`config.mk`:
```
export PLATFORM = sky130hd
export DESIGN_NAME = fetch_unit
export DESIGN_NICKNAME = d
export VERILOG_FILES = /design/src/rtl/legv8_pkg.sv /design/src/rtl/if_id_reg.sv /design/src/rtl/fetch_unit.sv
export SDC_FILE = /design/constraint.sdc
export NUM_CORES = 1
export LEC_CHECK = 0
export ABC_CLOCK_PERIOD_IN_PS = 6750
export CAP_MARGIN = 5
export CORE_MARGIN = 2
export CORE_UTILIZATION = 50
export CTS_CLUSTER_DIAMETER = 60
export CTS_CLUSTER_SIZE = 16
export DETAILED_ROUTE_END_ITERATION = 8
export PLACE_DENSITY = 0.78
export REMOVE_ABC_BUFFERS = 1
export SYNTH_ARGS = -nofsm -noshare
export SYNTH_HDL_FRONTEND = slang
export SYNTH_SLANG_ARGS = --single-unit
```
`constraint.sdc`:
```
create_clock -name clk -period 6.75 [get_ports clk]
set_input_delay 0.675 -clock clk [delete_from_list [all_inputs] [get_ports clk]]
set_output_delay 0.675 -clock clk [all_outputs]
set_load 0.02 [all_outputs]
```
`src/rtl/legv8_pkg.sv`:
```
// Shared LEGv8 front-end definitions: fetch FSM states and instruction constants.
package legv8_pkg;

   typedef enum logic [1:0] {
      ST_IDLE  = 2'd0,
      ST_FETCH = 2'd1,
      ST_HOLD  = 2'd2,
      ST_DROP  = 2'd3
   } fetch_state_t;

   localparam int unsigned INSTR_BYTES = 4;

   // Canonical LEGv8 NOP encoding; bubbles are marked with Valid_D=0 instead.
   localparam logic [31:0] LEGV8_NOP = 32'hD503201F;

endpackage

```
`src/rtl/if_id_reg.sv`:
```
// IF/ID pipeline register: flush clears only the valid bit, load captures a
// new PC/instruction pair, otherwise the contents are held.
module if_id_reg
   import legv8_pkg::*;
#(
   parameter int unsigned ADDR_W  = 64,
   parameter int unsigned INSTR_W = 32
) (
   input  logic               clk,
   input  logic               rst_n,
   input  logic               i_load,
   input  logic               i_flush,
   input  logic [ADDR_W-1:0]  i_pc,
   input  logic [INSTR_W-1:0] i_instr,
   output logic [ADDR_W-1:0]  o_pc,
   output logic [INSTR_W-1:0] o_instr,
   output logic               o_valid
);

   logic [ADDR_W-1:0]  r_pc;
   logic [INSTR_W-1:0] r_instr;
   logic               r_valid;

   // Flush has priority over load; neither asserted means hold.
   always_ff @(posedge clk or negedge rst_n) begin
      if (!rst_n) begin
         r_pc    <= '0;
         r_instr <= '0;
         r_valid <= 1'b0;
      end else if (i_flush) begin
         r_valid <= 1'b0;
      end else if (i_load) begin
         r_pc    <= i_pc;
         r_instr <= i_instr;
         r_valid <= 1'b1;
      end
   end

   assign o_pc    = r_pc;
   assign o_instr = r_instr;
   assign o_valid = r_valid;

endmodule

```
`src/rtl/fetch_unit.sv`:
```
// LEGv8 instruction-fetch front end: owns the PC, talks to a variable-latency
// instruction memory over req/ready, buffers a response across load-use
// stalls and squashes wrong-path fetches on a MEM-stage redirect.
module fetch_unit
   import legv8_pkg::*;
#(
   parameter logic [63:0] RESET_PC = 64'h0,
   parameter int unsigned ADDR_W   = 64,
   parameter int unsigned INSTR_W  = 32
) (
   input  logic               clk,
   input  logic               reset,
   input  logic               PCWrite,
   input  logic               IF_ID_Write,
   input  logic               Branch_M,
   input  logic [ADDR_W-1:0]  BranchTarget_M,
   output logic               imem_req,
   output logic [ADDR_W-1:0]  imem_addr,
   input  logic               imem_ready,
   input  logic [INSTR_W-1:0] imem_rdata,
   output logic [ADDR_W-1:0]  PC_D,
   output logic [INSTR_W-1:0] Instr_D,
   output logic               Valid_D,
   output logic [31:0]        StallCount
);

   fetch_state_t        r_state;
   logic [ADDR_W-1:0]   r_pc;
   logic [INSTR_W-1:0]  r_hold_buf;
   logic [ADDR_W-1:0]   r_drop_addr;
   logic [31:0]         r_stall_cnt;

   fetch_state_t        w_state_nxt;
   logic [ADDR_W-1:0]   w_pc_nxt;
   logic [INSTR_W-1:0]  w_hold_nxt;
   logic [ADDR_W-1:0]   w_drop_nxt;
   logic                w_ifid_load;
   logic                w_ifid_flush;
   logic [INSTR_W-1:0]  w_ifid_instr;
   logic                w_adv;
   logic [ADDR_W-1:0]   w_tgt;
   logic [ADDR_W-1:0]   w_pc_inc;
   logic                w_unused_tgt_lo;

   assign w_adv           = PCWrite && IF_ID_Write;
   assign w_tgt           = {BranchTarget_M[ADDR_W-1:2], 2'b00};
   assign w_pc_inc        = r_pc + ADDR_W'(INSTR_BYTES);
   assign w_unused_tgt_lo = ^BranchTarget_M[1:0];

   // Next-state, PC and IF/ID control decode; a redirect outranks any stall.
   always_comb begin
      w_state_nxt  = r_state;
      w_pc_nxt     = r_pc;
      w_hold_nxt   = r_hold_buf;
      w_drop_nxt   = r_drop_addr;
      w_ifid_load  = 1'b0;
      w_ifid_flush = 1'b0;
      w_ifid_instr = imem_rdata;
      unique case (r_state)
         ST_IDLE: begin
            w_state_nxt = ST_FETCH;
         end
         ST_FETCH: begin
            if (Branch_M) begin
               w_pc_nxt     = w_tgt;
               w_ifid_flush = 1'b1;
               // An unfinished request must still be drained, so remember its
               // address to keep imem_addr stable while it completes.
               if (!imem_ready) begin
                  w_drop_nxt  = r_pc;
                  w_state_nxt = ST_DROP;
               end
            end else if (imem_ready) begin
               if (w_adv) begin
                  w_ifid_load  = 1'b1;
                  w_ifid_instr = imem_rdata;
                  w_pc_nxt     = w_pc_inc;
               end else begin
                  w_hold_nxt  = imem_rdata;
                  w_state_nxt = ST_HOLD;
               end
            end else if (IF_ID_Write) begin
               w_ifid_flush = 1'b1;
            end
         end
         ST_HOLD: begin
            if (Branch_M) begin
               w_pc_nxt     = w_tgt;
               w_ifid_flush = 1'b1;
               w_state_nxt  = ST_FETCH;
            end else if (w_adv) begin
               w_ifid_load  = 1'b1;
               w_ifid_instr = r_hold_buf;
               w_pc_nxt     = w_pc_inc;
               w_state_nxt  = ST_FETCH;
            end
         end
         ST_DROP: begin
            w_ifid_flush = IF_ID_Write || Branch_M;
            if (Branch_M) begin
               w_pc_nxt = w_tgt;
            end else if (imem_ready) begin
               w_state_nxt = ST_FETCH;
            end
         end
         default: begin
            w_state_nxt = ST_IDLE;
         end
      endcase
   end

   // FSM, PC and the stall-time response/drop bookkeeping registers.
   always_ff @(posedge clk or negedge reset) begin
      if (!reset) begin
         r_state     <= ST_IDLE;
         r_pc        <= RESET_PC[ADDR_W-1:0];
         r_hold_buf  <= '0;
         r_drop_addr <= '0;
      end else begin
         r_state     <= w_state_nxt;
         r_pc        <= w_pc_nxt;
         r_hold_buf  <= w_hold_nxt;
         r_drop_addr <= w_drop_nxt;
      end
   end

   // Saturating count of active cycles with the PC frozen by the hazard unit.
   always_ff @(posedge clk or negedge reset) begin
      if (!reset) begin
         r_stall_cnt <= '0;
      end else if ((r_state != ST_IDLE) && !PCWrite && (r_stall_cnt != '1)) begin
         r_stall_cnt <= r_stall_cnt + 32'd1;
      end
   end

   if_id_reg #(
      .ADDR_W  (ADDR_W),
      .INSTR_W (INSTR_W)
   ) u_if_id (
      .clk     (clk),
      .rst_n   (reset),
      .i_load  (w_ifid_load),
      .i_flush (w_ifid_flush),
      .i_pc    (r_pc),
      .i_instr (w_ifid_instr),
      .o_pc    (PC_D),
      .o_instr (Instr_D),
      .o_valid (Valid_D)
   );

   assign imem_req   = (r_state == ST_FETCH) || (r_state == ST_DROP);
   assign imem_addr  = (r_state == ST_DROP) ? r_drop_addr : r_pc;
   assign StallCount = r_stall_cnt;

endmodule

```
# Word-level counts from Yosys, hierarchy flattened

Cells that the tools add are included.

Input port bits: 102
Memories: 0
Memory bits (read-only): 0
Latch bits: 0
Register bits after elaboration: 291
Bits in writable memories: 0
Logic and storage cells: 70

Bitwise gates (word level): 3
Reduce and logical (&&, ||, !) cells: 15
Equality and inequality tests: 11
Divide/modulo/power cells: 0
Magnitude comparators: 0
Shift operators: 0
$mul: 0
Mux-type cells: 31
$add $sub $neg: 2

Operators with widths:

| operator                                                              | count |
|---|---|
| 64-bit 2-to-1 mux                                                     | 6 |
| 64-bit case mux with 3 select lines                                   | 1 |
| 32-bit 2-to-1 mux                                                     | 3 |
| 64-bit by 3-bit adder with 64-bit output, second input constant       | 1 |
| 32-bit by 1-bit adder with 32-bit output, second input constant       | 1 |
| 32-bit inequality test, second input constant                         | 1 |
| 2-bit 2-to-1 mux                                                      | 8 |
| 3-bit inequality test, second input constant                          | 4 |
| 1-bit 2-to-1 mux                                                      | 10 |
| 3-bit AND reduction                                                   | 3 |
| 2-bit case mux with 4 select lines                                    | 1 |
| 2-bit inequality test, second input constant                          | 3 |
| 6-bit AND reduction                                                   | 1 |
| 2-bit equality test, second input constant                            | 2 |
| 2-bit nonzero test                                                    | 2 |
| 1-bit logical AND                                                     | 3 |
| 1-bit NOT                                                             | 3 |
| 1-bit case mux with 3 select lines                                    | 1 |
| 3-bit nonzero test                                                    | 1 |
| 2-bit by 1-bit equality test with 1-bit output, second input constant | 1 |
| 2-bit zero test                                                       | 1 |
| 1-bit logical OR                                                      | 2 |
| 1-bit case mux with 2 select lines                                    | 1 |
| 2-bit AND reduction                                                   | 1 |
| 1-bit zero test                                                       | 1 |

# Longest topological paths before layout

Word-level depth: 7
Mapped depth: 11

# Cells and area by module

A second synthesis with hierarchy kept.

Cell total of the unflattened synthesis: 1,222
Area total of the unflattened synthesis: 14,209.9 µm²

Modules (own cells, without submodules):

| module     | times used | cells each | area each (µm²) | seq. area each (µm²) |
|---|---|---|---|---|
| fetch_unit | 1          | 1,015      | 10,398.7        | 4,754.6 |
| if_id_reg  | 1          | 207        | 3,811.2         | 2,427.3 |

# Worst setup path after synthesis

No wires, ideal clock.

Path kind: register -> output
Start: reg r_state[1]
End: out imem_addr[16]
Stages on the path, launching flop included: 7
Setup slack: 4,289 ps
Arrival time: 1,786 ps
Required time: 6,075 ps
Path through: dfrtp_1 > ha_1 > clkbuf_1 > buf_1 > clkbuf_1 > nand2_1 > o21ai_0

Cells in the longest elaborated chain, start to end: 2

RTL lines:

| what                   | RTL line          | source |
|---|---|---|
| from (decl)            | fetch_unit.sv:27  | `fetch_state_t r_state;` |
| from (signal assigned) | fetch_unit.sv:120 | `r_state <= w_state_nxt;` |
| 2-bit equality test    | fetch_unit.sv:152 | `assign imem_addr = (r_state == ST_DROP) ? r_drop_addr : r_pc;` |
| 64-bit 2-to-1 mux      | fetch_unit.sv:152 |  |
| to (decl)              | fetch_unit.sv:18  | `output logic [ADDR_W-1:0] imem_addr,` |

No other way between the ends.

# Worst setup path after layout

Start: reg r_state[1]
End: reg u_if_id.r_pc[8] (netlist: u_if_id.o_pc[8])

Cells in the longest elaborated chain, start to end: 4
Elaborated cells on any way between the ends: 7
Classes of those cells: eq/ne (3); mux (2); bitwise (1); reduce/logical (1)

RTL lines:

| what                                                                                  | RTL line         | source |
|---|---|---|
| 2-bit equality test or 2-bit by 1-bit equality test with 1-bit output (tied branches) | fetch_unit.sv:59 | `unique case (r_state)` |
| 1-bit case mux with 3 select lines                                                    | fetch_unit.sv:59 |  |
| 1-bit NOT (no line)                                                                   | --               |  |
| 2-bit AND reduction (no line) *                                                       | --               |  |
| to (signal assigned)                                                                  | if_id_reg.sv:33  | `r_pc <= i_pc;` |
| to (decl)                                                                             | if_id_reg.sv:20  | `logic [ADDR_W-1:0] r_pc;` |

Every way passes the cells marked *; elsewhere a longest branch is shown, timed or not.
A chain may end at the register's enable or synchronous reset.

==> flow_metrics.env <==
export IMPL_outcome="finished clean"
export IMPL_dieArea_mm2=0.0303
export IMPL_yosysTopAreaCellShare_pct=49.3
export IMPL_period_share_pct=57.7
export IMPL_max_stage_delay_ns=0.70
export IMPL_top_layer="met5"
export IMPL_hold_path_class="in -> async"
export IMPL_clk_pin_slew_worst_paths_ns=0.07
export IMPL_path_class="reg -> reg"
export IMPL_yosys_warnings=0
export IMPL_worst_path_buf_inv=2
export IMPL_crit_chain="inv_1 > ha_1 > nor2b_1 > o22a_1 > o221ai_1 > nand2_4 > buf_4 > mux2_2"
export IMPL_ys_seq_elements=285
export IMPL_wl_met2_um=19100
export IMPL_cp_top_family="simple AND/OR/NAND/NOR gates"
export IMPL_final_nets=1631
export IMPL_synth_cell_types=68
export IMPL_hold_buffers=0
export IMPL_syn_inst=1295
export IMPL_regToRegStartpoint="r_state[1]"
export IMPL_io_buffers=289
export IMPL_crit_required_ns=7.18
export IMPL_via_count=11500
export IMPL_drv_cap=0
export IMPL_core_mm2=0.0286
export IMPL_report_final_slew_viol_count=0
export IMPL_hold_viol_final=0
export IMPL_tightest_slew_ns=1.21
export IMPL_grt_pass1_wl_um=63000
export IMPL_finish_utilization_pct=64.8
export IMPL_synth_edf_count=0
export IMPL_grt_pass1_vias=11300
export IMPL_maxSlewHeadroom_pct=18.9
export IMPL_fp_dieH_um=174
export IMPL_grt_max_degree=130
export IMPL_power_leakage_nw=7.55
export IMPL_netlist_top_cells_area="dfrtp_1, mux2_2, nand2_1"
export IMPL_fmax_mhz=257
export IMPL_grt_setup_unrepaired="false"
export IMPL_drcViolationCount=0
export IMPL_endpoint_kind="register"
export IMPL_start_util_pct=50.5
export IMPL_wl_per_cell_um=20.5
export IMPL_h_tree_depth=1
export IMPL_ys_flop_type="dfrtp_1"
export IMPL_area_delta_synth_final_pct=28.3
export IMPL_root_buffer="clkbuf_16"
export IMPL_max_vdd_ir_drop_v=0.000344
export IMPL_finalSetupViolations=0
export IMPL_yosysSeqAreaShare_pct=49.3
export IMPL_dp_hpwl_um=26800
export IMPL_antenna_found_initial=5
export IMPL_arrival_ns=4.33
export IMPL_overflow=0
export IMPL_globalplace_congestion=0.887
export IMPL_clk_latency_ns=0.56
export IMPL_cts_buffers=28
export IMPL_cts_sinks=285
export IMPL_synth_area_mm2=0.0145
export IMPL_pwr_density_cell_mw_per_mm2=481
export IMPL_cts_path_max_buffers=3
export IMPL_synth_top_area_cell="dfrtp_1"
export IMPL_die_width_um=174
export IMPL_power_total_mw=8.92
export IMPL_finalSetupTns_ns=0
export IMPL_cts_tree="yes"
export IMPL_final_min_clock_period_ns=3.89
export IMPL_num_io_pins=296
export IMPL_startpoint="r_state[1]"
export IMPL_drt_iter0_drc=1026
export IMPL_avgSynthCellArea_um2=11.2
export IMPL_drtAntennaViolNets=0
export IMPL_async_flop_share_pct=100
export IMPL_via_per_inst=5.98
export IMPL_track_usage_pct=25.7
export IMPL_clock_skew_ns=0.0262
export IMPL_wl_um=39600
export IMPL_cts_post_setup_buffers_inserted=0
export IMPL_placed_cell_area_mm2=0.0175
export IMPL_wl_met3_um=3140
export IMPL_drive_gt1_share_pct=23.2
export IMPL_first_pass_iters=8
export IMPL_rows=62
export IMPL_stdcell_area_mm2=0.0186
export IMPL_critPathMaxFanout=58
export IMPL_wirelength_met1_um=16500
export IMPL_holdWs_ns=0.180
export IMPL_ctsResizeCount=0
export IMPL_start_kind="register"
export IMPL_crit_slowest_cell="nand2_4"
==> state kept, by name (all words and copies together) (netlist names) <==
name             cells
r_drop_addr         62
u_if_id.o_instr     32
r_hold_buf          32
r_pc                62
u_if_id.o_pc        62
r_state              2
u_if_id.o_valid      1
StallCount          32
==> stage by stage <==
stage / instances / setup slack [ns]
final: 1929 / 2.86
after global routing: 1927 / 2.62
after CTS: 1927 / 2.85
after detailed placement: 1876 / 2.55
after global placement: 1876 / 2.62
after floorplan: 1191 / 1.33
==> path summary, 6_finish.rpt <==
kind / end / slack, ns / depth (start not counted)
worst max-delay path: u_if_id.o_pc[8] / 2.86 / 8
worst min register to register: r_drop_addr[44] / 0.49 / 2
min in group clk: r_drop_addr[44] / 0.49 / 2
worst min-delay path: StallCount[21] / 0.18 / 1
max in group asynchronous: r_pc[43] / 4.92 / 2
worst max register to register: u_if_id.o_pc[8] / 2.86 / 8
==> placed cells by master (no fill, tap or decap), drive strengths merged, types with 16 or more instances in the layout <==
cell,synthesis,layout
or3,16,16
xor2,19,19
and3,21,21
dfrtp,285,285
o21ai,33,33
nand4,53,53
nor3,39,39
inv,12,16
or4,16,16
clkbuf,57,31
nor2,53,53
nand2,85,85
a21oi,47,47
nand3,57,57
mux2,272,272
clkdlybuf4s50,0,288
nor4,17,17
==> metal layers <==
metal | vias up | track usage (%)
met5 | - | 0
met1 | 5728 | 33.9
li1 | 5260 | -
met4 | 6 | 5.64
met2 | 474 | 43.2
met3 | 69 | 6.21
==> cell families (layout without fill, tap and decap cells) <==
| kind of cell | Yosys count | in the layout | synth area share (%) |
|---|---|---|---|
| DFF | 285 | 285 | 49.3 |
| other | 1 | 6 | 0.0259 |
| adders and majority gates | 7 | 7 | 0.606 |
| AOI/OAI and AO/OA | 184 | 184 | 8.69 |
| buffers and inverters | 119 | 364 | 3.52 |
| xor gates and xnor gates | 30 | 30 | 1.82 |
| muxes | 275 | 275 | 21.4 |
| and+or+nand+nor | 394 | 394 | 14.6 |
==> power breakdown <==
group / switching (mW) / internal (mW)
logic: 1.97 / 2.04
registers: 0.738 / 2.46
clock network: 0.723 / 0.994
==> worst register-to-register path: stages, from the launching register on <==
cell and delay (ns):
dfrtp_1 0.44, inv_1 0.16, ha_1 0.30, nor2b_1 0.61, o22a_1 0.26, o221ai_1 0.17
nand2_4 0.71, buf_4 0.68, mux2_2 0.44
==> synth_stat cells, drive strengths merged, types with 17 or more instances <==
cell and count:
nor4 17, o21ai 33, a21oi 47, buf 50
mux2 272, nand2 85, nor3 39, dfrtp 285
and3 21, clkbuf 57, xor2 19, nand3 57
nand4 53, nor2 53
==> area by class of cell <==
class | instances | area [um2]
Timing Repair Buffer | 301 | 2990
Sequential cell | 285 | 7130
Inverter | 12 | 45.0
Tap cell | 384 | 480
Fill cell | 2132 | 10100
Clock buffer | 31 | 732
Clock inverter | 20 | 289
Antenna cell | 2 | 5.00
Multi-Input combinational cell | 894 | 6880
No activity file was read; power rests on OpenSTA's default activity.
